## src/rtl/alu_pkg.sv

```systemverilog
// Shared ALU op codes, default widths and small helpers for the shared-ALU arbiter.
package alu_pkg;

    localparam int unsigned ALU_OP_W   = 4;
    localparam int unsigned ALU_DATA_W = 32;

    typedef enum logic [ALU_OP_W-1:0] {
        ALU_ADD  = 4'b0000,
        ALU_SUB  = 4'b0001,
        ALU_SLL  = 4'b0010,
        ALU_SLT  = 4'b0011,
        ALU_SLTU = 4'b0100,
        ALU_XOR  = 4'b0101,
        ALU_SRL  = 4'b0110,
        ALU_SRA  = 4'b0111,
        ALU_OR   = 4'b1000,
        ALU_AND  = 4'b1001
    } alu_op_e;

    localparam alu_op_e ALU_OP_LAST_LEGAL = ALU_AND;

    typedef enum logic [0:0] {
        SLOT_EMPTY = 1'b0,
        SLOT_FULL  = 1'b1
    } slot_state_e;

    // Shifts only use the low five bits of SrcB.
    function automatic logic is_shift_op(input logic [ALU_OP_W-1:0] op);
        return (op == ALU_SLL) || (op == ALU_SRL) || (op == ALU_SRA);
    endfunction

endpackage

```

## src/rtl/alu.sv

```systemverilog
// Combinational integer ALU; unsupported op codes yield zero and flag err.
module alu
    import alu_pkg::*;
#(
    parameter int unsigned OP_WIDTH   = ALU_OP_W,
    parameter int unsigned DATA_WIDTH = ALU_DATA_W
) (
    input  logic [OP_WIDTH-1:0]   op,
    input  logic [DATA_WIDTH-1:0] a,
    input  logic [DATA_WIDTH-1:0] b,
    output logic [DATA_WIDTH-1:0] result,
    output logic                  err
);

    always_comb begin
        result = '0;
        err    = 1'b0;
        case (op)
            ALU_ADD:  result = a + b;
            ALU_SUB:  result = a - b;
            ALU_SLL:  result = a << b;
            ALU_SLT:  result = DATA_WIDTH'($signed(a) < $signed(b));
            ALU_SLTU: result = DATA_WIDTH'(a < b);
            ALU_XOR:  result = a ^ b;
            ALU_SRL:  result = a >> b;
            ALU_SRA:  result = $unsigned($signed(a) >>> b);
            ALU_OR:   result = a | b;
            ALU_AND:  result = a & b;
            default:  err    = 1'b1;
        endcase
    end

endmodule

```

## src/rtl/rr_arbiter.sv

```systemverilog
// Round-robin grant search starting at ptr; pointer state is held by the caller.
module rr_arbiter #(
    parameter int unsigned NUM_REQ = 2,
    parameter int unsigned PTR_W   = 1
) (
    input  logic [NUM_REQ-1:0] req,
    input  logic               enable,
    input  logic [PTR_W-1:0]   ptr,
    output logic [NUM_REQ-1:0] grant,
    output logic [PTR_W-1:0]   ptr_next
);

    logic [PTR_W-1:0] idx;
    logic             found;

    always_comb begin
        grant    = '0;
        ptr_next = ptr;
        found    = 1'b0;
        idx      = '0;
        for (int unsigned k = 0; k < NUM_REQ; k++) begin
            idx = PTR_W'((32'(ptr) + k) % NUM_REQ);
            if (enable && !found && req[idx]) begin
                grant[idx] = 1'b1;
                ptr_next   = PTR_W'((32'(idx) + 1) % NUM_REQ);
                found      = 1'b1;
            end
        end
    end

endmodule

```

## src/rtl/alu_arbiter.sv

```systemverilog
// Shares one ALU between NUM_REQ requesters with a single registered response slot.
module alu_arbiter
    import alu_pkg::*;
#(
    parameter int unsigned NUM_REQ    = 2,
    parameter int unsigned OP_WIDTH   = ALU_OP_W,
    parameter int unsigned DATA_WIDTH = ALU_DATA_W
) (
    input  logic                            clk,
    input  logic                            rst_n,
    input  logic [NUM_REQ-1:0]              req_valid,
    output logic [NUM_REQ-1:0]              req_ready,
    input  logic [NUM_REQ*OP_WIDTH-1:0]     req_op,
    input  logic [NUM_REQ*DATA_WIDTH-1:0]   req_a,
    input  logic [NUM_REQ*DATA_WIDTH-1:0]   req_b,
    output logic [NUM_REQ-1:0]              rsp_valid,
    input  logic [NUM_REQ-1:0]              rsp_ready,
    output logic [DATA_WIDTH-1:0]           rsp_result,
    output logic                            rsp_zero,
    output logic                            rsp_err,
    output logic                            busy
);

    localparam int unsigned PTR_W = (NUM_REQ > 1) ? $clog2(NUM_REQ) : 1;

    slot_state_e             state, state_next;
    logic [PTR_W-1:0]        ptr, ptr_next;
    logic [NUM_REQ-1:0]      grant;
    logic                    drain, accept, enable;
    logic [OP_WIDTH-1:0]     sel_op;
    logic [DATA_WIDTH-1:0]   sel_a, sel_b, alu_b, alu_result;
    logic                    alu_err;

    // Owner consuming this cycle frees the slot for an immediate refill.
    assign drain  = |(rsp_valid & rsp_ready);
    assign enable = rst_n && ((state == SLOT_EMPTY) || drain);
    assign accept = |grant;
    assign req_ready = grant;

    rr_arbiter #(
        .NUM_REQ (NUM_REQ),
        .PTR_W   (PTR_W)
    ) u_rr_arbiter (
        .req      (req_valid),
        .enable   (enable),
        .ptr      (ptr),
        .grant    (grant),
        .ptr_next (ptr_next)
    );

    always_comb begin
        sel_op = '0;
        sel_a  = '0;
        sel_b  = '0;
        for (int unsigned i = 0; i < NUM_REQ; i++) begin
            if (grant[i]) begin
                sel_op = req_op[i*OP_WIDTH +: OP_WIDTH];
                sel_a  = req_a[i*DATA_WIDTH +: DATA_WIDTH];
                sel_b  = req_b[i*DATA_WIDTH +: DATA_WIDTH];
            end
        end
    end

    assign alu_b = is_shift_op(ALU_OP_W'(sel_op)) ? (sel_b & DATA_WIDTH'(32'h1f)) : sel_b;

    alu #(
        .OP_WIDTH   (OP_WIDTH),
        .DATA_WIDTH (DATA_WIDTH)
    ) u_alu (
        .op     (sel_op),
        .a      (sel_a),
        .b      (alu_b),
        .result (alu_result),
        .err    (alu_err)
    );

    always_ff @(posedge clk or negedge rst_n) begin
        if (!rst_n) begin
            state <= SLOT_EMPTY;
            ptr   <= '0;
        end else begin
            state <= state_next;
            ptr   <= ptr_next;
        end
    end

    always_comb begin
        state_next = state;
        case (state)
            SLOT_EMPTY: if (accept) state_next = SLOT_FULL;
            SLOT_FULL:  if (drain && !accept) state_next = SLOT_EMPTY;
            default:    state_next = SLOT_EMPTY;
        endcase
    end

    always_comb begin
        busy = (state == SLOT_FULL);
    end

    // Response slot: loaded on accept, held under backpressure, result kept after drain.
    always_ff @(posedge clk or negedge rst_n) begin
        if (!rst_n) begin
            rsp_valid  <= '0;
            rsp_result <= '0;
            rsp_zero   <= 1'b0;
            rsp_err    <= 1'b0;
        end else if (accept) begin
            rsp_valid  <= grant;
            rsp_result <= alu_result;
            rsp_zero   <= (alu_result == '0);
            rsp_err    <= alu_err;
        end else if (drain) begin
            rsp_valid  <= '0;
        end
    end

endmodule

```

## config.mk

```make
export PLATFORM = sky130hd
export DESIGN_NAME = alu_arbiter
export DESIGN_NICKNAME = d
export VERILOG_FILES = /design/src/rtl/alu_pkg.sv /design/src/rtl/alu.sv /design/src/rtl/rr_arbiter.sv /design/src/rtl/alu_arbiter.sv
export SDC_FILE = /design/constraint.sdc
export NUM_CORES = 1
export LEC_CHECK = 0
export CAP_MARGIN = 20
export CELL_PAD_IN_SITES_DETAIL_PLACEMENT = 1
export CELL_PAD_IN_SITES_GLOBAL_PLACEMENT = 1
export CORE_MARGIN = 2
export CORE_UTILIZATION = 38
export CTS_BUF_LIST = sky130_fd_sc_hd__clkbuf_8
export CTS_CLUSTER_SIZE = 20
export DETAILED_ROUTE_END_ITERATION = 10
export HOLD_SLACK_MARGIN = 0.15
export PLACE_DENSITY = 0.84
export SLEW_MARGIN = 20
export SYNTH_ARGS = -nofsm -noshare
export SYNTH_HDL_FRONTEND = slang
export SYNTH_SLANG_ARGS = --single-unit
```

## constraint.sdc

```tcl
create_clock -name clk -period 10.4 [get_ports clk]
set_clock_uncertainty 0.15 [all_clocks]
set_input_delay 1.04 -clock clk [delete_from_list [all_inputs] [get_ports clk]]
set_output_delay 1.04 -clock clk [all_outputs]
set_load 0.02 [all_outputs]
```

# After elaboration in Yosys (flattened, before gate mapping)
# Index checks and enable logic that the tools add are counted.
[classes]
n_addsub = 4
n_mul = 0
n_div = 0
magnitude_cmp = 6
n_eq_ne = 9
n_shift = 3
mux = 27
bitwise = 6
n_reduce_logical = 19
[ops]
columns = ["cell", "n"]
rows = [
  ["32-bit one-hot mux with 10 select lines", 1],
  ["32-bit 2-to-1 mux", 5],
  ["32-bit less-than comparator", 2],
  ["32-bit adder", 1],
  ["32-bit bitwise AND", 1],
  ["32-bit zero test", 1],
  ["32-bit OR", 1],
  ["32-bit by 32-bit left shift with 32-bit output", 1],
  ["32-bit by 32-bit right shift with 32-bit output", 1],
  ["32-bit by 32-bit >>> shifter with 32-bit output", 1],
  ["32-bit subtractor", 1],
  ["32-bit XOR", 1],
  ["4-bit by 3-bit == test with 1-bit output, second input constant", 4],
  ["1-bit 2-to-1 mux", 12],
  ["10-bit OR reduction", 1],
  ["4-bit by 2-bit == test with 1-bit output, second input constant", 2],
  ["4-bit == test, second input constant", 2],
  ["2-bit 2-to-1 mux", 4],
  ["4-bit 2-to-1 mux", 2],
  ["1-bit logical AND", 7],
  ["4-bit by 1-bit == test with 1-bit output, second input constant", 1],
  ["4-bit zero test", 1],
  ["1-bit by 2-bit less-than comparator with 1-bit output, second input constant", 2],
  ["2-bit nonzero test", 2],
  ["10 further kinds", 17],
]
[totals]
regBits = 38
latchBits = 0
ram_bits = 0
mem_bits_ro = 0
in_bits = 142
out_inout_bits = 39
word_cells = 80
mem_count = 0

# Logic depth before layout (Yosys ltp)
# Gate-level depths: netlist of the first run.
[depth]
ltp_word = 19
ltp_mapped = 26
mapped_depth_nobuf = 21

# Cells and area by module
# Synthesis of the first run repeated with hierarchy kept, for this count alone.
[unflattened]
hier_cells = 1676
area_unflattened_um2 = 11591.1
[modules_own_cells]
columns = ["module", "n_inst", "cells_per_inst", "area_each_um2"]
rows = [
  ["alu", 1, 1449, 9112.5],
  ["alu_arbiter", 1, 220, 2442.3],
  ["rr_arbiter", 1, 7, 36.3],
]

# Worst setup path after synthesis of the first run
# OpenSTA, ideal clock, no wires.
[synth_path]
path_kind = "in2reg"
from = "input port req_valid[1]"
to = "register rsp_zero"
t_arrival_ps = 6281
path_slack_ps = 3892
path_stages = 26
n_path_buf = 6
cell_sequence = "buf_6 > o21ai_0 > a21o_1 > buf_2 > buf_2 > buf_2 > buf_1 > clkbuf_1 > nor2_1 > inv_1 > ha_1 > inv_1 > fa_1 > a211oi_1 > o31ai_1 > a2111oi_2 > or3_1 > and2_2 > o221ai_2 > a21o_1 > a221o_1 > a2bb2oi_1 > a311o_1 > nor4_1 > nand4_1 > o21ai_1"
[synth_between]
elab_chain_cells = 17
[synth_rtl]
columns = ["item", "line_no", "rtl"]
rows = [
  ["start: declaration", "alu_arbiter.sv:11", "input logic [NUM_REQ-1:0] req_valid,"],
  ["1-bit 2-to-1 mux (implied by the code) (2 in series)", "rr_arbiter.sv:23", "if (enable && !found && req[idx]) begin"],
  ["1-bit logical AND", "rr_arbiter.sv:23", ""],
  ["1-bit 2-to-1 mux", "rr_arbiter.sv:23", ""],
  ["1-bit zero test", "rr_arbiter.sv:23", ""],
  ["1-bit logical AND (2 in series)", "rr_arbiter.sv:23", ""],
  ["2-bit 2-to-1 mux *", "rr_arbiter.sv:23", ""],
  ["4-bit 2-to-1 mux (2 in series)", "alu_arbiter.sv:56", "if (grant[i]) begin"],
  ["4-bit by 2-bit == test with 1-bit output or 4-bit by 3-bit == test with 1-bit output (tied branches)", "alu_pkg.sv:29, alu.sv:18", ""],
  ["1-bit logical OR (2 in series)", "alu_pkg.sv:29", "return (op == ALU_SLL) || (op == ALU_SRL) || (op == ALU_SRA);"],
  ["32-bit 2-to-1 mux", "alu_arbiter.sv:64", "assign alu_b = is_shift_op(ALU_OP_W'(sel_op)) ? (sel_b & DATA_WIDTH'(32'h1f)) : sel_b;"],
  ["32-bit subtractor (tied with other cells)", "alu.sv:20", "ALU_SUB: result = a - b;"],
  ["32-bit one-hot mux with 10 select lines", "alu.sv:18", "case (op)"],
  ["32-bit zero test", "alu_arbiter.sv:110", "rsp_zero <= (alu_result == '0);"],
  ["end signal: assignment", "alu_arbiter.sv:110", ""],
  ["end: declaration", "alu_arbiter.sv:19", "output logic rsp_zero,"],
]
# Every way passes the cells marked *; elsewhere a longest branch is shown, timed or not. The select of a mux whose other input is x is not followed.
# A chain may end at the register's enable or synchronous reset.

# Worst setup path in the final report of the first run
[layout_path]
from = "input port req_valid[0]"
to = "register rsp_zero"
# Same word-level chain as after synthesis.

==> impl_results.md, run 1 <==
- Status: complete, no violations
- Initial Utilization: 0.3829
- Leakage Power: approximately 0.0067 uW
- Final core utilization: 0.4390
- Max VDD drop: just under 0.07 mV
- Hold Path Class: flip-flop to flip-flop
- Detail Placement HPWL: ~76 mm
- Post-synth cell types: between 100 and 150
- Xor/xnor cell area share of the yosys netlist: 0.005364
- Worst-skew pair later-pin latency: 310 ps
- Fraction of layout cells with a size suffix above 1: 0.09610
- P&R area growth vs syn: 14.65%
- RSZ-0062 raised after global routing: false
- H-tree lvl count: 2
- Via Count: 19.76k
- Die height: around 200 um
- Global-route wire length before repair: about 140 mm
- Post-DRT Antenna Nets: 0
- Placed Instances: between 2k and 3k
- Top Metal Used: met5
- Max FO, Critical Path: between 40 and 50
- WHS: between 300 and 400 ps
- Yosys warns: 0
- Number of vias per cell: between 7 and 8
- Die Width: roughly 200 um
- Period utilization: 0.7679
- EDFF count, synth: 0
- Metal2 WL: slightly above 40 mm
- Post-synthesis mux area share: 0.1161
- Max Cap Viol: 0
- Met3 wire length: roughly 10 mm
- Register area share after synthesis: 0.06471
- Post-synthesis cell count: 2138
- Synth Area in Simple Gates: 0.2541
- CTS tree: built
- I/O Buffers: between 150 and 200
- Drt first pass iters: 6
- Syn Area/Cell: roughly 6.9 sq um
- Final Instance Area: approximately 17000 sq um
- Row count: 72
- Arrival time worst endpoint: 8050 ps
- Mapped Nets: 2378
- Share of flip-flops with an asynchronous set or reset: 1.000
- Hold buffer count at cts: 0
- WP data required: around 10000 ps
- Pwr Density: just under 100 nW/um^2
- Largest family of logic cells by synthesized area: compound AO/OA/AOI/OAI gates
- Num Clock Sinks: 38
- WL/cell: between 30 and 40 um
- Met1 WL: around 40 mm
- I/O pin count: ~180
- CTS-repair resized insts: 0
- Max-Slew Margin vs Limit: 0.1821
- Max Root-Sink Buffers: 2
- Max-slew violations: 0
- Post-layout min period: ~8000 ps
- Prevailing post-synth register cell: dfrtp_1
- Mapped Area: 14690 sq um
- Synth Area in Adders: 0.08447
- DR iter-0 viols: between 2k and 3k
- Seq cells post-synth: 38
- Total CTS buffers: 5
- Final setup viols: 0
- Compound-Gate Fraction of Synth Area: 0.3894
- Placer Congestion: approximately 1.1
- Core box area: between 30000 and 40000 sq um
- Crit Path Class: primary input to flip-flop
- Root Driver: clkbuf_8
- Non-filler cells, final: approximately 2.7k
- Critical Path Source Type: primary input
- Vias in the first global route: ~19k
- Fin. Hold Viols: 0
- Overall routed net length: 95.91 mm
- DRC Markers: 0
- Largest net degree at the start of global routing: between 60 and 70
- Net count, final: roughly 2.4k
- Area post-placement: about 17000 sq um
- Crit. End Element: flip-flop
- Initial antenna violation count: 5
- Fmax: 0.1252 GHz
- CTS clk-pin slew, worst paths: about 80 ps
- Grt ovf: 0
- Post-CTS Setup Inserts: 0
- Die area: ~40000 sq um
- Global-route usage over all layers: 0.4611
- Worst slew pin tran: around 1200 ps
- Final setup TNS: 0 ps
-- cell type report --
type | count | area (sq um)
fill | 4968 | 21530
multi-input combinational | 1829 | 12540
timing repair buffer | 235 | 2200
sequential | 38 | 950.9
tap | 518 | 648.1
inverter | 96 | 360.3
clock buffer | 5 | 68.82
clock inverter | 3 | 68.82
antenna | 3 | 7.507
-- cells by family after synthesis --
group | Yosys count
fa+ha+maj | 98
xor+xnor | 9
compound gates | 795
mux | 148
simple gates | 779
flops | 38
buf+inv | 271
-- cells in the mapped netlist (all sizes together), types with 15 or more instances --
cell      n  area, sq um
a211o    16        140.1
a211oi   56        445.4
a21boi   17        135.1
a21o     38        285.3
a21oi   149        779.5
a221oi   19        191.4
a22oi    20        155.1
a31oi    20        125.1
and2     19        122.6
and3     21        131.4
buf     108        650.6
clkbuf   67        251.5
dfrtp    38        950.9
ha       96         1201
inv      96        360.4
mux2     29        326.6
mux2i   104         1041
mux4     15        337.8
nand2   260        988.4
nand2b   20        125.1
nand3    96        503.0
nand4    19        118.9
nor2    174        675.7
nor2b    15        93.84
nor3     71        370.4
nor4     30        193.9
o211ai   50        415.4
o21a     26        196.4
o21ai   166        845.8
o221ai   30        275.3
o22ai    25        156.4
o31ai    20        173.9
or3      17        106.4
-- stage by stage --
step | total power (uW) | worst slack, ps
finish | 1657 | 2414
global route | 1715 | 2098
CTS | 1605 | 2588
detailed placement | 1442 | 2272
global placement | 1413 | 2458
floorplan | 957.8 | 3892
-- report_power, final --
part / switching (uW) / internal, uW / total, uW
clock network: 60.8 / 96.2 / 157
registers: 28.6 / 187 / 215
logic: 853 / 432 / 1280
total: 942 / 715 / 1660
-- layer usage --
metal,vias up,GRT usage
li1,8253,-
met1,9853,0.6146
met2,1350,0.6944
met3,304,0.09497
met4,4,0.2540
met5,-,0
-- path summary, 6_finish.rpt --
check,endpoint,slack (ps),startpoint,cells past startpoint
min,rsp_result[27],330,rsp_result[27],2
max,rsp_zero,2410,req_valid[0],21
max in group asynchronous,rsp_result[26],9060,rst_n,2
min reg2reg,rsp_result[27],330,rsp_result[27],2
max reg2reg,rsp_zero,3200,ptr,20
min in group asynchronous,rsp_valid[1],650,rst_n,2
-- layout by cell type (no fill, tap or decap), types with 13 or more instances in the layout --
cell type,netlist,layout
nor4_1,29,29
nand2_1,257,257
mux2_2,29,29
a221oi_1,15,15
nor2b_1,15,14
a31oi_1,20,20
o31ai_1,17,17
ha_1,96,96
nor3_1,68,65
o21a_1,25,25
a211o_1,16,16
o211ai_1,42,42
mux4_2,15,15
o22ai_1,25,25
clkdlybuf4s50_1,0,177
inv_1,88,88
dfrtp_1,38,38
a21o_1,38,37
nor2_1,171,169
a211oi_1,51,51
nand3_1,93,92
o21ai_1,13,13
nand2b_1,20,19
mux2i_1,104,104
a21oi_1,144,142
or3_1,17,17
and2_1,17,17
a22oi_1,19,19
o221ai_1,28,28
nand4_1,19,19
and3_1,21,21
buf_4,18,55
o21ai_0,149,149
-- sequential cells by signal, indices dropped and copies added, names as in the netlist --
| register | flops |
|---|---|
| rsp_valid | 2 |
| rsp_result | 32 |
| rsp_zero | 1 |
| rsp_err | 1 |
| busy | 1 |
| ptr | 1 |
-- critical path, cell delays in order --
cell and delay, ps:
clkdlybuf4s50_1 560, nand2b_2 130, buf_4 450, a32o_1 430
nand2_1 160, o21ai_2 880, a21oi_1 150, ha_1 370
or4_1 540, a311oi_1 430, nor4_1 170, o41ai_1 390
o221ai_1 170, a211o_1 400, a31oi_1 170, o21ai_0 300
a211oi_1 310, nand4_1 200, nor4bb_1 350, nand4_1 140
o21ai_1 250
Power figures use the tool's default switching activity.
==> run 2: changes to the inputs <==
--- a/config.mk
+++ b/config.mk
@@ -14,7 +14,7 @@
 export CTS_CLUSTER_SIZE = 20
 export DETAILED_ROUTE_END_ITERATION = 10
 export HOLD_SLACK_MARGIN = 0.15
-export PLACE_DENSITY = 0.84
+export PLACE_DENSITY = 0.87
 export SLEW_MARGIN = 20
 export SYNTH_ARGS = -nofsm -noshare
 export SYNTH_HDL_FRONTEND = slang
==> constraint.sdc (replaced) <==
create_clock -name clk -period 6.6 [get_ports clk]
set_clock_uncertainty 0.15 [all_clocks]
set_input_delay 0.66 -clock clk [delete_from_list [all_inputs] [get_ports clk]]
set_output_delay 0.66 -clock clk [all_outputs]
set_load 0.02 [all_outputs]
==> impl_results.md, run 2 (synthesis results as in run 1) <==
- WL/cell: 34.80 um (-1.1%)
- Placer Congestion: 1.106 (+1.6%)
- Global-route usage over all layers: 0.4720 (+0.01092)
- P&R area growth vs syn: 20.79%
- Arrival time worst endpoint: 6530 ps (-1520 ps)
- Final Instance Area: 17750 sq um (+5.4%)
- Final setup TNS: 0 ps (unchanged)
- Commonest non-fill, non-tap cell in the layout: nand2_1
- Worst reg2reg path startpoint: ptr
- Worst min-delay path startpoint: rsp_result[18]
- Max-Slew Margin vs Limit: 0.2653 (+0.08314)
- Row count: 72 (unchanged)
- RR Endpoint: rsp_zero
- CTS clk-pin slew, worst paths: 80 ps (about the same)
- Core box area: 38380 sq um (unchanged)
- Max FFs per register: 32 (unchanged)
- Initial Utilization: 0.3829 (unchanged)
- Number of vias per cell: 7.196 (-0.71%)
- Drt first pass iters: 6 (unchanged)
- R2r setup slk: 430 ps (-2770 ps)
- Worst-skew pair later-pin latency: 300 ps (about the same)
- Top Registers: rsp_result: 32 flops, rsp_valid: 2 flops
- Final core utilization: 0.4625 (+0.02351)
- CTS tree: built
- Overall routed net length: 98.76 mm (+3.0%)
- Max FO, Critical Path: 13 (-70%)
- Critical Path Source Type: primary input
- R2R depth: 20 (unchanged)
- Area post-placement: 17600 sq um (+5.4%)
- Status: complete, no violations
- Die area: 40260 sq um (unchanged)
- Final setup viols: 0 (unchanged)
- Via Count: 20.42k (+3.3%)
- Non-filler cells, final: 2838 (+4.1%)
- Grt ovf: 0 (unchanged)
- Net count, final: 2558 (+4.6%)
- I/O Buffers: 180 (unchanged)
- Pwr Density: 154.0 nW/um^2 (+57%)
- Root Driver: clkbuf_8
- Worst Hold End: rsp_result[18]
- Die height: 200.6 um (unchanged)
- Die Width: 200.6 um (unchanged)
- Hold buffer count at cts: 0 (unchanged)
- Initial antenna violation count: 2 (-3)
- WHS Path Cells: 2 (unchanged)
- Fraction of layout cells with a size suffix above 1: 0.1389 (+0.04281)
- Crit Path Class: primary input to flip-flop
- DR iter-0 viols: 2820 (+4.9%)
- Global-route wire length before repair: 141.9 mm (+2.1%)
- Detail Placement HPWL: 80.07 mm (+4.9%)
- Post-layout min period: ~6500 ps
- Max Root-Sink Buffers: 2 (unchanged)
- Leakage Power: 0.007256 uW (+8.8%)
- Period utilization: 0.9785
- Worst slew pin tran: 1087 ps (-127.2 ps)
- Most flops, register: rsp_result
- Hold Path Class: flip-flop to flip-flop
- Commonest non-fill, non-tap cells in the layout: nand2_1 (257), clkdlybuf4s50_1 (177), nor2_1 (170), buf_4 (163), o21ai_0 (148)
- Total CTS buffers: 5 (unchanged)
- Num Clock Sinks: 38 (unchanged)
- DRC Markers: 0 (unchanged)
- Post-DRT Antenna Nets: 0 (unchanged)
- Vias in the first global route: 19.81k (+3.4%)
- WP data required: 6670 ps (-3800 ps)
- Crit. End Element: flip-flop
- Max-slew violations: 0 (unchanged)
- Fin. Hold Viols: 0 (unchanged)
- Placed Instances: 2829 (+4.2%)
- Fmax: approximately 0.15 GHz
- Largest net degree at the start of global routing: 54 (-22%)
- Max Cap Viol: 0 (unchanged)
- H-tree lvl count: 2 (unchanged)
- Max VDD drop: 0.09409 mV (+36%)
- I/O pin count: 181 (unchanged)
## run 2: report_power, final
group | switching, uW | leakage (uW) | internal, uW
Combinational | 1410 | 0.00669 | 784
Clock | 85.4 | 0.0000573 | 121
Sequential | 43.2 | 0.000511 | 294
## run 2: per-layer routing
metal	vias to the layer above	track usage	part of all wire
met4	0	0.2746	0.074
met5	-	0	0
met3	347	0.1041	0.12
li1	8462	-	-
met2	1469	0.7030	0.41
met1	10150	0.6258	0.39
## run 2: layout make-up
type | instances | area (sq um)
clock buffer | 6 | 82.58
clock inverter | 1 | 30.03
tap | 518 | 648.1
fill | 4945 | 20630
antenna | 2 | 5.005
sequential | 38 | 950.9
inverter | 96 | 360.3
timing repair buffer | 348 | 3110
multi-input combinational | 1829 | 12560
## run 2: worst max path at each step
stage	start	endpoint	slack, ps	cells past startpoint
2_1_floorplan	req_valid[1]	rsp_zero	470	26
3_3_place_gp	req_valid[0]	rsp_zero	110	22
3_5_place_dp	req_valid[0]	rsp_zero	-30	21
4_1_cts	req_valid[0]	rsp_zero	240	21
5_1_grt	req_valid[0]	rsp_zero	-80	21
6_report	req_valid[0]	rsp_zero	140	21
## run 2: per-stage QoR
step           hold slack (ps)  total power (uW)  setup slack, ps
5_1_grt                  367.8              2824           -75.68
2_1_floorplan            214.4              1509            472.4
3_5_place_dp             316.7              2428           -32.65
6_report                 330.9              2734            141.9
4_1_cts                  335.3              2643            242.3
3_3_place_gp             309.6              2384            105.5
## run 2: worst max-delay path, stage by stage
cell and delay (ps):
clkdlybuf4s50_1 510, nand2b_2 200, a32oi_1 340, buf_4 330, o21ai_2 100, nand2_1 110
nand2_1 190, or2_2 410, ha_1 370, or4_1 560, a31oi_1 220, nor3_1 70
a2111oi_1 490, o221ai_1 300, a211oi_2 440, o211ai_1 190, nor4_1 290, nand4_1 160
nor4bb_1 320, nand4_1 130, o21ai_1 140
## run 2: repair_timing
action | in CTS | in global routing
endpoints found under the hold margin | 0 | 0
setup endpoints to repair | 0 | 2
setup buffers | 0 | 0
gates resized for setup | 0 | 7
